--- src/rtl/round_robin_mux_arbiter_if.sv ---
`default_nettype none
// ============================================================================
// Module   : round_robin_mux_arbiter_if
// Purpose  : Bundles the requester-side and downstream-side valid/ready
//            signals of the round-robin mux arbiter.
// Ports    : none (signal container)
//            in_valid  [N_INPUTS]        request bit per input
//            in_data   [N_INPUTS*WIDTH]  packed data, input k at [k*WIDTH +: WIDTH]
//            in_ready  [N_INPUTS]        one-hot grant / take strobe
//            out_valid                   output register holds a word
//            out_data  [WIDTH]           registered selected word
//            out_sel   [SEL_W]           registered index of the supplier
//            out_ready                   downstream accepts out_data
// Modports : slave  - the arbiter
//            master - the environment driving requests and consuming output
// Revision : 1.0 - initial release
// ============================================================================
interface round_robin_mux_arbiter_if #(
  parameter int N_INPUTS = 4,
  parameter int WIDTH    = 8
) ();
  localparam int SEL_W = $clog2(N_INPUTS);

  logic [N_INPUTS-1:0]       in_valid;
  logic [N_INPUTS*WIDTH-1:0] in_data;
  logic [N_INPUTS-1:0]       in_ready;
  logic                      out_valid;
  logic [WIDTH-1:0]          out_data;
  logic [SEL_W-1:0]          out_sel;
  logic                      out_ready;

  modport slave (
    input  in_valid, in_data, out_ready,
    output in_ready, out_valid, out_data, out_sel
  );

  modport master (
    output in_valid, in_data, out_ready,
    input  in_ready, out_valid, out_data, out_sel
  );
endinterface
`default_nettype wire

--- src/rtl/round_robin_mux_arbiter.sv ---
`default_nettype none
// ============================================================================
// Module   : round_robin_mux_arbiter
// Purpose  : Registered N-input round-robin arbiter with an internal N:1 data
//            mux. One word per cycle, one-entry output register, and the
//            registered select is exported for reuse downstream.
// Ports    : clk  - clock, all state on rising edge
//            rst  - synchronous active-high reset
//            bus  - round_robin_mux_arbiter_if.slave (valid/ready bus)
// Revision : 1.0 - initial release
// ============================================================================
module round_robin_mux_arbiter #(
  parameter int N_INPUTS = 4,
  parameter int WIDTH    = 8
) (
  input  wire logic                  clk,
  input  wire logic                  rst,
  round_robin_mux_arbiter_if.slave   bus
);
  localparam int SEL_W = $clog2(N_INPUTS);

  // Output-register occupancy doubles as the FSM state.
  typedef enum logic [0:0] {
    S_EMPTY = 1'b0,
    S_FULL  = 1'b1
  } state_t;

  state_t            r_state;
  state_t            w_state_nxt;
  logic [SEL_W-1:0]  r_ptr;
  logic [SEL_W-1:0]  r_sel;
  logic [WIDTH-1:0]  r_data;

  logic              w_load;
  logic              w_found;
  logic              w_fire;
  logic [SEL_W-1:0]  w_grant;
  logic [SEL_W-1:0]  w_ptr_nxt;
  logic [WIDTH-1:0]  w_data;
  logic [WIDTH-1:0]  w_words [N_INPUTS];
  int                w_idx;

  generate
    for (genvar k = 0; k < N_INPUTS; k++) begin : g_unpack
      assign w_words[k] = bus.in_data[k*WIDTH +: WIDTH];
    end
  endgenerate

  assign w_load = (r_state == S_EMPTY) || bus.out_ready;

  // Search order ptr, ptr+1, ..., wrapping by comparison against N_INPUTS so
  // non-power-of-two requester counts never visit a nonexistent index.
  always_comb begin
    w_found = 1'b0;
    w_grant = '0;
    w_idx   = 0;
    for (int i = 0; i < N_INPUTS; i++) begin
      w_idx = int'(r_ptr) + i;
      if (w_idx >= N_INPUTS) begin
        w_idx = w_idx - N_INPUTS;
      end
      if (!w_found && bus.in_valid[SEL_W'(w_idx)]) begin
        w_found = 1'b1;
        w_grant = SEL_W'(w_idx);
      end
    end
  end

  // N:1 data mux driven by the grant index.
  always_comb begin
    w_data = '0;
    for (int k = 0; k < N_INPUTS; k++) begin
      if (w_grant == SEL_W'(k)) begin
        w_data = w_words[k];
      end
    end
  end

  assign w_fire    = w_load && w_found;
  assign w_ptr_nxt = (w_grant == SEL_W'(N_INPUTS - 1)) ? '0 : SEL_W'(w_grant + 1'b1);

  // Grant is suppressed during reset so no word is consumed and then lost.
  assign bus.in_ready = (w_fire && !rst) ? (N_INPUTS'(1) << w_grant) : '0;

  always_comb begin
    w_state_nxt = r_state;
    case (r_state)
      S_EMPTY: begin
        if (w_found) begin
          w_state_nxt = S_FULL;
        end
      end
      S_FULL: begin
        if (bus.out_ready) begin
          w_state_nxt = w_found ? S_FULL : S_EMPTY;
        end
      end
      default: w_state_nxt = S_EMPTY;
    endcase
  end

  always_ff @(posedge clk) begin
    if (rst) begin
      r_state <= S_EMPTY;
      r_ptr   <= '0;
      r_sel   <= '0;
      r_data  <= '0;
    end else begin
      r_state <= w_state_nxt;
      if (w_fire) begin
        r_data <= w_data;
        r_sel  <= w_grant;
        r_ptr  <= w_ptr_nxt;
      end
    end
  end

  assign bus.out_valid = (r_state == S_FULL);
  assign bus.out_data  = r_data;
  assign bus.out_sel   = r_sel;

endmodule
`default_nettype wire

--- src/flat_wrapper.sv ---
// flat-port wrapper written by rule: the top's interface ports become plain ports
module round_robin_mux_arbiter_flat 
#(
  parameter int N_INPUTS = 4,
  parameter int WIDTH    = 8
)
  (clk, rst, bus_in_valid, bus_in_data, bus_out_ready, bus_in_ready, bus_out_valid, bus_out_data, bus_out_sel);
  round_robin_mux_arbiter_if #(.N_INPUTS(N_INPUTS), .WIDTH(WIDTH)) bus_i ();
  input  wire logic clk;
  input  wire logic rst;
  input wire logic [$bits(bus_i.in_valid)-1:0] bus_in_valid;
  input wire logic [$bits(bus_i.in_data)-1:0] bus_in_data;
  input wire logic [$bits(bus_i.out_ready)-1:0] bus_out_ready;
  output wire logic [$bits(bus_i.in_ready)-1:0] bus_in_ready;
  output wire logic [$bits(bus_i.out_valid)-1:0] bus_out_valid;
  output wire logic [$bits(bus_i.out_data)-1:0] bus_out_data;
  output wire logic [$bits(bus_i.out_sel)-1:0] bus_out_sel;
  assign bus_i.in_valid = bus_in_valid;
  assign bus_i.in_data = bus_in_data;
  assign bus_i.out_ready = bus_out_ready;
  assign bus_in_ready = bus_i.in_ready;
  assign bus_out_valid = bus_i.out_valid;
  assign bus_out_data = bus_i.out_data;
  assign bus_out_sel = bus_i.out_sel;
  round_robin_mux_arbiter #(.N_INPUTS(N_INPUTS), .WIDTH(WIDTH)) u_core (.clk(clk), .rst(rst), .bus(bus_i));
endmodule
--- config.mk ---
export PLATFORM = sky130hd
export DESIGN_NAME = round_robin_mux_arbiter_flat
export DESIGN_NICKNAME = d
export VERILOG_FILES = /design/src/rtl/round_robin_mux_arbiter_if.sv /design/src/rtl/round_robin_mux_arbiter.sv /design/src/flat_wrapper.sv
export SDC_FILE = /design/constraint.sdc
export NUM_CORES = 1
export LEC_CHECK = 0
export CAP_MARGIN = 20
export CELL_PAD_IN_SITES_DETAIL_PLACEMENT = 1
export CELL_PAD_IN_SITES_GLOBAL_PLACEMENT = 2
export CORE_ASPECT_RATIO = 0.75
export CORE_MARGIN = 3
export CORE_UTILIZATION = 20
export CTS_BUF_LIST = sky130_fd_sc_hd__clkbuf_2 sky130_fd_sc_hd__clkbuf_4 sky130_fd_sc_hd__clkbuf_8
export CTS_CLUSTER_DIAMETER = 80
export DETAILED_ROUTE_END_ITERATION = 8
export PLACE_DENSITY = 0.89
export SLEW_MARGIN = 0
export SYNTH_ARGS = -nofsm -noshare
export SYNTH_HDL_FRONTEND = slang
export SYNTH_SLANG_ARGS = --single-unit
export TNS_END_PERCENT = 50
--- constraint.sdc ---
create_clock -name clk -period 3 [get_ports clk]
set_clock_uncertainty 0.2 [all_clocks]
set_input_delay 0.6 -clock clk [delete_from_list [all_inputs] [get_ports clk]]
set_output_delay 0.6 -clock clk [all_outputs]
set_load 0.02 [all_outputs]
; Word-level counts from Yosys, hierarchy flattened
; Cells that the tools add are included.
[classes]
addsub = 8
order_cmp = 8
n_eq_ne = 3
mux = 33
n_reduce_logical = 11
n_shift = 1
bitwise = 1
[ops]
columns = op, n
row1 = 8-bit 2-to-1 mux, 4
row2 = 2-bit 2-to-1 mux, 9
row3 = 2-bit by 4-bit less-than comparator with 1-bit output (second input constant), 4
row4 = 1-bit 2-to-1 mux, 14
row5 = 3-bit greater-or-equal comparator (second input constant), 3
row6 = 1-bit binary-select mux with 2-bit select, 4
row7 = 2-bit by 1-bit subtractor with 2-bit output (second input constant), 4
row8 = 2-bit by 2-bit adder with 3-bit output (second input constant), 2
row9 = 1-bit logical AND, 5
row10 = 2-bit equality test (second input constant), 2
row11 = 1-bit logical NOT, 4
row12 = 4-bit 2-to-1 mux, 1
row13 = 1-bit by 2-bit << shifter with 4-bit output (first input constant), 1
row14 = 2-bit by 1-bit adder with 3-bit output (second input constant), 1
row15 = 2-bit by 3-bit greater-or-equal comparator with 1-bit output (second input constant), 1
row16 = 2-bit by 1-bit adder with 2-bit output (second input constant), 1
row17 = 2-bit by 1-bit equality test with 1-bit output (second input constant), 1
row18 = 2-bit logical NOT, 1
row19 = 1-bit one-hot mux with 2 select lines, 1
row20 = 1-bit logical OR, 1
row21 = 1-bit inverter, 1
[totals]
out_inout_bits = 15
ff_bits = 13

; Depth between registers and ports, before layout
; Gate-level depths: netlist of the first run.
[logic_depth]
depth_word = 20
ltp_mapped = 11
ltp_nobuf = 9

; Least setup slack after synthesis of the first run
; OpenSTA, ideal clock, no wires.
[synth_path]
path_type = input to output
startpoint = in bus_in_valid[2]
endpoint = out bus_in_ready[3]
path_slack_ns = 0.053
t_arrival_ns = 2.147
cell_stages = 8
cell_sequence = mux2i_1 nor2_1 or2_2 nor3_1 ha_1 clkbuf_1 buf_2 and2_1
[synth_between]
elab_cells_between_ends = 30
[synth_rtl]
columns = item, line_no
row1 = from (decl), flat_wrapper.sv:11  ; input wire logic [$bits(bus_i.in_valid)-1:0] bus_in_valid;
row2 = 1-bit binary-select mux with 2-bit select, round_robin_mux_arbiter.sv:62  ; if (!w_found && bus.in_valid[SEL_W'(w_idx)]) begin
row3 = 1-bit 2-to-1 mux (implied by the code) (2 in series), round_robin_mux_arbiter.sv:62
row4 = 1-bit 2-to-1 mux, round_robin_mux_arbiter.sv:62
row5 = 1-bit logical NOT, round_robin_mux_arbiter.sv:62
row6 = 1-bit logical AND, round_robin_mux_arbiter.sv:62
row7 = 1-bit 2-to-1 mux, round_robin_mux_arbiter.sv:62
row8 = 1-bit logical NOT, round_robin_mux_arbiter.sv:62
row9 = 1-bit logical AND, round_robin_mux_arbiter.sv:62
row10 = 1-bit 2-to-1 mux, round_robin_mux_arbiter.sv:62
row11 = 1-bit logical NOT, round_robin_mux_arbiter.sv:62
row12 = 1-bit logical AND, round_robin_mux_arbiter.sv:62
row13 = 2-bit 2-to-1 mux *, round_robin_mux_arbiter.sv:62
row14 = via u_core.w_grant[0], round_robin_mux_arbiter.sv:37  ; logic [SEL_W-1:0] w_grant;
row15 = 1-bit by 2-bit << shifter with 4-bit output *, round_robin_mux_arbiter.sv:83  ; assign bus.in_ready = (w_fire && !rst) ? (N_INPUTS'(1) << w_grant) : '0;
row16 = 4-bit 2-to-1 mux *, round_robin_mux_arbiter.sv:83
row17 = to (decl), flat_wrapper.sv:14  ; output wire logic [$bits(bus_i.in_ready)-1:0] bus_in_ready;
; The timed path passes the listed nets; every way through them passes the cells marked *. The select of a mux whose other input is x is not followed.

; Worst setup path in the final report of the first run
[layout_path]
startpoint = in bus_in_valid[0]
endpoint = out bus_in_ready[0]
[layout_between]
elab_chain_len = 16
elab_cells_between_ends = 30
[layout_lines]
columns = item, line_no
row1 = 1-bit binary-select mux with 2-bit select, round_robin_mux_arbiter.sv:62
row2 = 1-bit 2-to-1 mux (implied by the code) (2 in series), round_robin_mux_arbiter.sv:62
row3 = 1-bit 2-to-1 mux, round_robin_mux_arbiter.sv:62
row4 = 1-bit logical NOT, round_robin_mux_arbiter.sv:62
row5 = 1-bit logical AND, round_robin_mux_arbiter.sv:62
row6 = 1-bit 2-to-1 mux, round_robin_mux_arbiter.sv:62
row7 = 1-bit logical NOT, round_robin_mux_arbiter.sv:62
row8 = 1-bit logical AND, round_robin_mux_arbiter.sv:62
row9 = 1-bit 2-to-1 mux, round_robin_mux_arbiter.sv:62
row10 = 1-bit logical NOT, round_robin_mux_arbiter.sv:62
row11 = 1-bit logical AND, round_robin_mux_arbiter.sv:62
row12 = 1-bit 2-to-1 mux, round_robin_mux_arbiter.sv:62
row13 = 1-bit logical AND, round_robin_mux_arbiter.sv:79  ; assign w_fire = w_load && w_found;
row14 = 1-bit logical AND, round_robin_mux_arbiter.sv:83
row15 = 4-bit 2-to-1 mux *, round_robin_mux_arbiter.sv:83
; Mark *: on every way between the ends. The rest lies on a longest branch, timed or not. The select of a mux whose other input is x is not followed.

==> results of run 1 <==
[cell usage after synthesis, drive strengths merged (3+ instances only)]
library cell  instances
a21oi                13
dfxtp                13
nor2                 12
inv                  10
nand3b               10
nor3                 10
a211oi                9
a221oi                8
and2                  5
buf                   5
nand2                 5
clkbuf                4
ha                    4
nand2b                3
[layout make-up]
| type | count | area (um^2) | area share [%] |
|---|---|---|---|
| timing repair buffer | 67 | 616 | 38.0 |
| multi-input combinational | 87 | 589 | 36.4 |
| sequential | 13 | 260 | 16.1 |
| tap | 55 | 68.8 | 4.25 |
| clock buffer | 4 | 48.8 | 3.01 |
| inverter | 10 | 37.5 | 2.32 |
[flip-flops by register name, summed over array words and instances, names as in the netlist]
register and cells:
u_core.bus.out_data 8, u_core.bus.out_sel 2, u_core.bus.out_valid 1, u_core.r_ptr 2
[report_power, final]
part           internal (uW)  switching, uW
Combinational            197            189
Clock                    103           65.6
Sequential               200           19.0
Total                    500            273
[worst max-delay path: stages]
cell,delay (ps)
dlygate4sd2_1,260
buf_4,150
or4_4,510
buf_4,160
nand2_4,50
nor2_1,60
and2_1,160
buf_4,150
[cell usage in the layout, fill, tap and decap left out, types with 2 or more instances in the layout]
cell / synthesis / routed
clkdlybuf4s50_1: 0 / 45
buf_4: 0 / 16
a21oi_1: 13 / 13
dfxtp_1: 13 / 13
nor2_1: 12 / 12
inv_1: 10 / 10
nand3b_1: 10 / 10
a221oi_1: 8 / 8
a211oi_1: 8 / 8
nor3_1: 10 / 8
nand2_1: 4 / 4
and2_1: 4 / 4
dlygate4sd2_1: 0 / 4
nand2b_1: 3 / 3
ha_1: 4 / 3
clkbuf_8: 1 / 3
buf_2: 3 / 2
[worst paths after layout]
check / to / start / slack (ps) / depth (start not counted)
worst max-delay path: bus_in_ready[0] / bus_in_valid[0] / 90 / 8
worst min-delay path: u_core.bus.out_data[1] / u_core.bus.out_data[1] / 290 / 2
worst min register to register: u_core.bus.out_data[1] / u_core.bus.out_data[1] / 290 / 2
worst max register to register: u_core.bus.out_data[4] / u_core.r_ptr[1] / 440 / 10
[routing by layer]
metal  vias to the layer above  share of wire [%]  routed length (um)  track usage, %
met2                        38                 49                1800            24.2
met5                         -                  0                   0               0
met4                         0               0.33                  12            2.96
li1                        555                  -                   -               -
met1                       523                 44                1610            16.1
met3                         2                6.0                 219            4.19
[timing repair]
action	CTS	global route
hold buffers	0	0
endpoints found under the hold margin	0	0
gates resized for setup	25	1
buffers inserted	0	0
pin swaps	1	0
endpoints found under the setup margin	12	2
[logic make-up after synthesis]
kind of cell	after synthesis	share of synthesized area, %
AND/OR/NAND/NOR	48	29.5
AO/OA/AOI/OAI	34	25.7
buffers and inverters	19	10.0
flip-flops	13	28.2
adder cells (fa/ha/maj)	4	5.42
multiplexers	1	1.08
[metrics by stage]
stage | total power [uW] | TNS [ps] | instances | utilization [%]
5_1_grt | 831 | 0 | 236 | 38.1
2_1_floorplan | 430 | 0 | 119 | -
6_report | 773 | 0 | 236 | 38.1
3_5_place_dp | 609 | -5460 | 232 | 37.0
4_1_cts | 784 | 0 | 236 | 38.0
3_3_place_gp | 593 | -3110 | 232 | 37.0
==> impl_metrics.toml, run 1 <==
[status]
outcome = "finished clean"

[final_layout]
area_delta_synth_final_pct = 75.5
num-fill-cells = 527
n_antenna_cell = 0
layout-drive-gt1-share_pct = 16.6
finalNetCount = 225
stdcell_area_um2 = 1620

[synthesis]
synthCells = 119
syn_avg_cell_area_um2 = 7.76
synthTopCellsByArea = "dfxtp_1 28%, nand3b_1 8.1%, a221oi_1 7.6%, a21oi_1 7.0%, a211oi_1 6.5%"
seq_area_frac_synth_pct = 28.2
syn_area_um2 = 923
netlist.area_leader.share_pct = 28.2
synth_flop_cell = "dfxtp_1"
synth-warning-count = 0
ys_seq_elements = 13
synth_edf_count = 0
async_flop_share_pct = 0
synth_largest_area_cell = "dfxtp_1"
synth_fp_nets = 162
ys_types = 28

[worst_setup_path]
crit_type = "in2out"
arrival_ps = 2110
worstSetupStartpointType = "input port"
worstSetupEndpointType = "primary output"
crit_fanout = 4
worstPathRequired_ps = 2200

[global_route]
grt_antenna_before_repair = 0
grt_usage_pct = 13.6
grt_pass1_vias = 1227
grt_max_degree = 17
grt_pass1_wl_mm = 5.93
grt-ovfl-total = 0

[sta]
rsz0062_at_grt = "no"
max-slew-margin-rel_pct = 73.4
worstMarginPinSlew_ps = 398
fin_ws_ps = 91.3
max_freq_mhz = 344
finalMaxSlewViolations = 0
worst_hold_slack_ps = 293
fin_crit_ps = 2910
period_share_pct = 97.0
setup_violations = 0
hold_viol_final = 0

[detailed_routing]
remaining_drc_errors = 0
vias_per_cell = 4.74
drt_iter0_markers = 50
wl_per_cell_um = 15.4
ant_nets = 0
routed_wl_mm = 3.64
dr.pass1.iters = 4
dr_total_vias = 1118

[die]
core_um2 = 4250
dieHeight_um = 64.8
start_util_pct = 21.7
pin_count = 54
placement_rows = 20
die_area_um2 = 5480
die_width_um = 84.5

[clock_network]
root_buffer = "clkbuf_8"
clock_latency_ps = 240
clkTransAtPathRegs_ps = 60
clock_sinks = 13
h-tree-depth = 1
tritoncts = "done"
clk_path_buf_depth = 2
cts_buffers = 3

[power_and_ir_drop]
leakagePower_uw = 0.000658
ir_drop_uv = 182
power_density_nw_per_um2 = 477

[place]
post-place-ws_ps = -768
post-dp-hpwl_mm = 2.89
gp_congestion = 0.770
place.port_buffers = 53
placed_cell_area_um2 = 1570

[min_path]
min_path_type = "reg2reg"

[flow_run]
cap_violations = 0
No activity file was read; power rests on OpenSTA's default activity.
==> inputs of run 2 (changes only) <==
Settings changed: CORE_UTILIZATION 20 to 29, DONT_BUFFER_PORTS from default to 1, PLACE_DENSITY 0.89 to 0.79, SLEW_MARGIN 0 to 15.
==> run 2 against run 1 <==
- sequential power up 14%
- worst setup slack gained 160 ps
- final cell count is 34% lower
- via count decreased by 23%
- combinational power is 42% lower
- critical path depth shrank 2
- fmax is 6.0% higher
- flip-flop and latch count stayed put
- utilization down 4.8 points
- count of clock-buffer cells in the layout is the same
- register-to-register slack worse by 20 ps
- critical endpoint is now bus_in_ready[1]
- largest power group is now registers
- highest routed layer unchanged
==> impl_metrics.toml, run 2 (synthesis gave the netlist of run 1 again) <==
[status]
outcome = "finished clean"

[sta]
hold_viol_final = 0
setup_tns_ps = 0
finalMaxSlewViolations = 0
max_freq_mhz = 364
period_share_pct = 91.5
max-slew-margin-rel_pct = 65.7
fin_ws_ps = 255
worstMarginPinSlew_ps = 510
setup_violations = 0
rsz0062_at_grt = "no"
fin_crit_ps = 2740

[worst_setup_path]
crit_type = "reg2out"
critPathBufInv = 0
worstSetupStartpointType = "flop"
arrival_ps = 1940
crit_fanout = 6
critPathMaxStageDelay_ps = 430
critical_path.top_delay_family = "simple AND/OR/NAND/NOR gates"
worstSetupEndpointType = "primary output"
critical-path-slowest-cell = "dfxtp_1"
worstPathRequired_ps = 2200
path_cells = "mux2i_1 -> nor2_1 -> or2_2 -> nor3_2 -> ha_1 -> and2_1"

[power_and_ir_drop]
leakagePower_uw = 0.000393
p_int_uw = 403
swShare_pct = 36.6
pwr-share-clk_pct = 26.0
totalPowerFinal_uw = 636
power_density_nw_per_um2 = 636
power.net_switching_uw = 233
ir_drop_uv = 304
comb_power_share_pct = 34.9
power_frac_seq_pct = 39.2

[clock_network]
clkTransAtPathRegs_ps = 50
cts_hold_buf = 0
tritoncts = "done"
clk_path_buf_depth = 2
h-tree-depth = 1
clock_sinks = 13
root_buffer = "clkbuf_8"
clock_latency_ps = 240
cts_buffers = 3

[final_layout]
largest_reg_flops = 8
n_antenna_cell = 0
stdcell_area_um2 = 1000
area_delta_synth_final_pct = 8.27
finalNetCount = 162
final_cells = 156
num-fill-cells = 365
final_cell_mix = "13 x a21oi_1, 13 x dfxtp_1, 12 x nor2_1, 10 x inv_1, 10 x nand3b_1"
layout-drive-gt1-share_pct = 11.9

[die]
dieHeight_um = 54.9
die_width_um = 71.2
die_area_um2 = 3900
placement_rows = 17
core_um2 = 3000
start_util_pct = 30.8
pin_count = 54

[detailed_routing]
wl_per_cell_um = 17.2
dr.pass1.iters = 4
routed_wl_mm = 2.68
drt_iter0_markers = 27
dr_total_vias = 865
ant_nets = 0
vias_per_cell = 5.54
remaining_drc_errors = 0

[place]
place.port_buffers = 0
placed_cell_area_um2 = 946
dp_cells = 152
gp_congestion = 0.776
post-place-ws_ps = 248
post-dp-hpwl_mm = 2.09

[global_route]
grt_pass1_wl_mm = 4.22
grt_antenna_before_repair = 0
grt-ovfl-total = 0
grt_pass1_vias = 893
grt_max_degree = 17
grt_usage_pct = 14.4

[min_path]
min_path_type = "in2reg"

[flow_run]
cap_violations = 0
## run 2: changes by cell type in the layout (fill, tap and decap cells not counted)
cell,previous run,this run
dlygate4sd2_1,4,0
buf_4,16,4
ha_1,3,4
clkdlybuf4s50_1,45,0
ha_2,1,0
nor3_4,1,0
buf_2,2,0
nor3_1,8,9
## run 2: worst paths after layout
path | cells after the start | end | start | slack (ps)
min reg2reg | 2 | u_core.r_ptr[1] | u_core.r_ptr[1] | 340
min | 1 | u_core.r_ptr[1] | rst | 220
max | 6 | bus_in_ready[1] | u_core.r_ptr[1] | 260
max reg2reg | 10 | u_core.bus.out_data[3] | u_core.r_ptr[1] | 420
## run 2: per-layer routing
metal	wire length (um)	track usage (%)	vias to the layer above	part of all wire (%)
met5	0	0	-	0
met4	8	1.88	0	0.30
met3	249	8.07	2	9.3
met2	1280	24.4	25	48
met1	1140	16.4	411	42
li1	-	-	427	-
## run 2: metrics by stage
step | hold WS (ps) | util [%]
after CTS | 213 | 33.2
after global placement | 322 | 31.5
after detailed placement | 328 | 31.5
after global routing | 209 | 33.3
after floorplan | 295 | -
final | 221 | 33.3
## run 2: power by group through the flow
stage | Clock (uW) | Sequential, uW | Combinational [uW]
finish | 165 | 249 | 222
global placement | 0 | 254 | 214
floorplan | 0 | 247 | 183
CTS | 173 | 251 | 223
detailed placement | 0 | 254 | 222
global route | 182 | 254 | 254
## run 2: worst reg2reg max path: stages (launching register included)
cell and delay, ps:
dfxtp_1 430, mux2i_1 220, nor2_1 70, or2_2 300, nor3_2 230, ha_1 200
buf_4 190, a21oi_1 80, a221oi_1 330, a211oi_1 80, nor3_1 160
## run 2: final cells by class
type	instances	area, um^2	share of cell area (%)
timing repair buffer	4	30.0	3.00
tap	38	47.5	4.76
multi-input combinational	87	576	57.6
clock buffer	4	48.8	4.88
inverter	10	37.5	3.75
sequential	13	260	26.0
## run 2: what timing repair did
action / in CTS / in global routing
resized for setup: 0 / 1
setup buffers: 0 / 0
endpoints found under the setup margin: 0 / 1
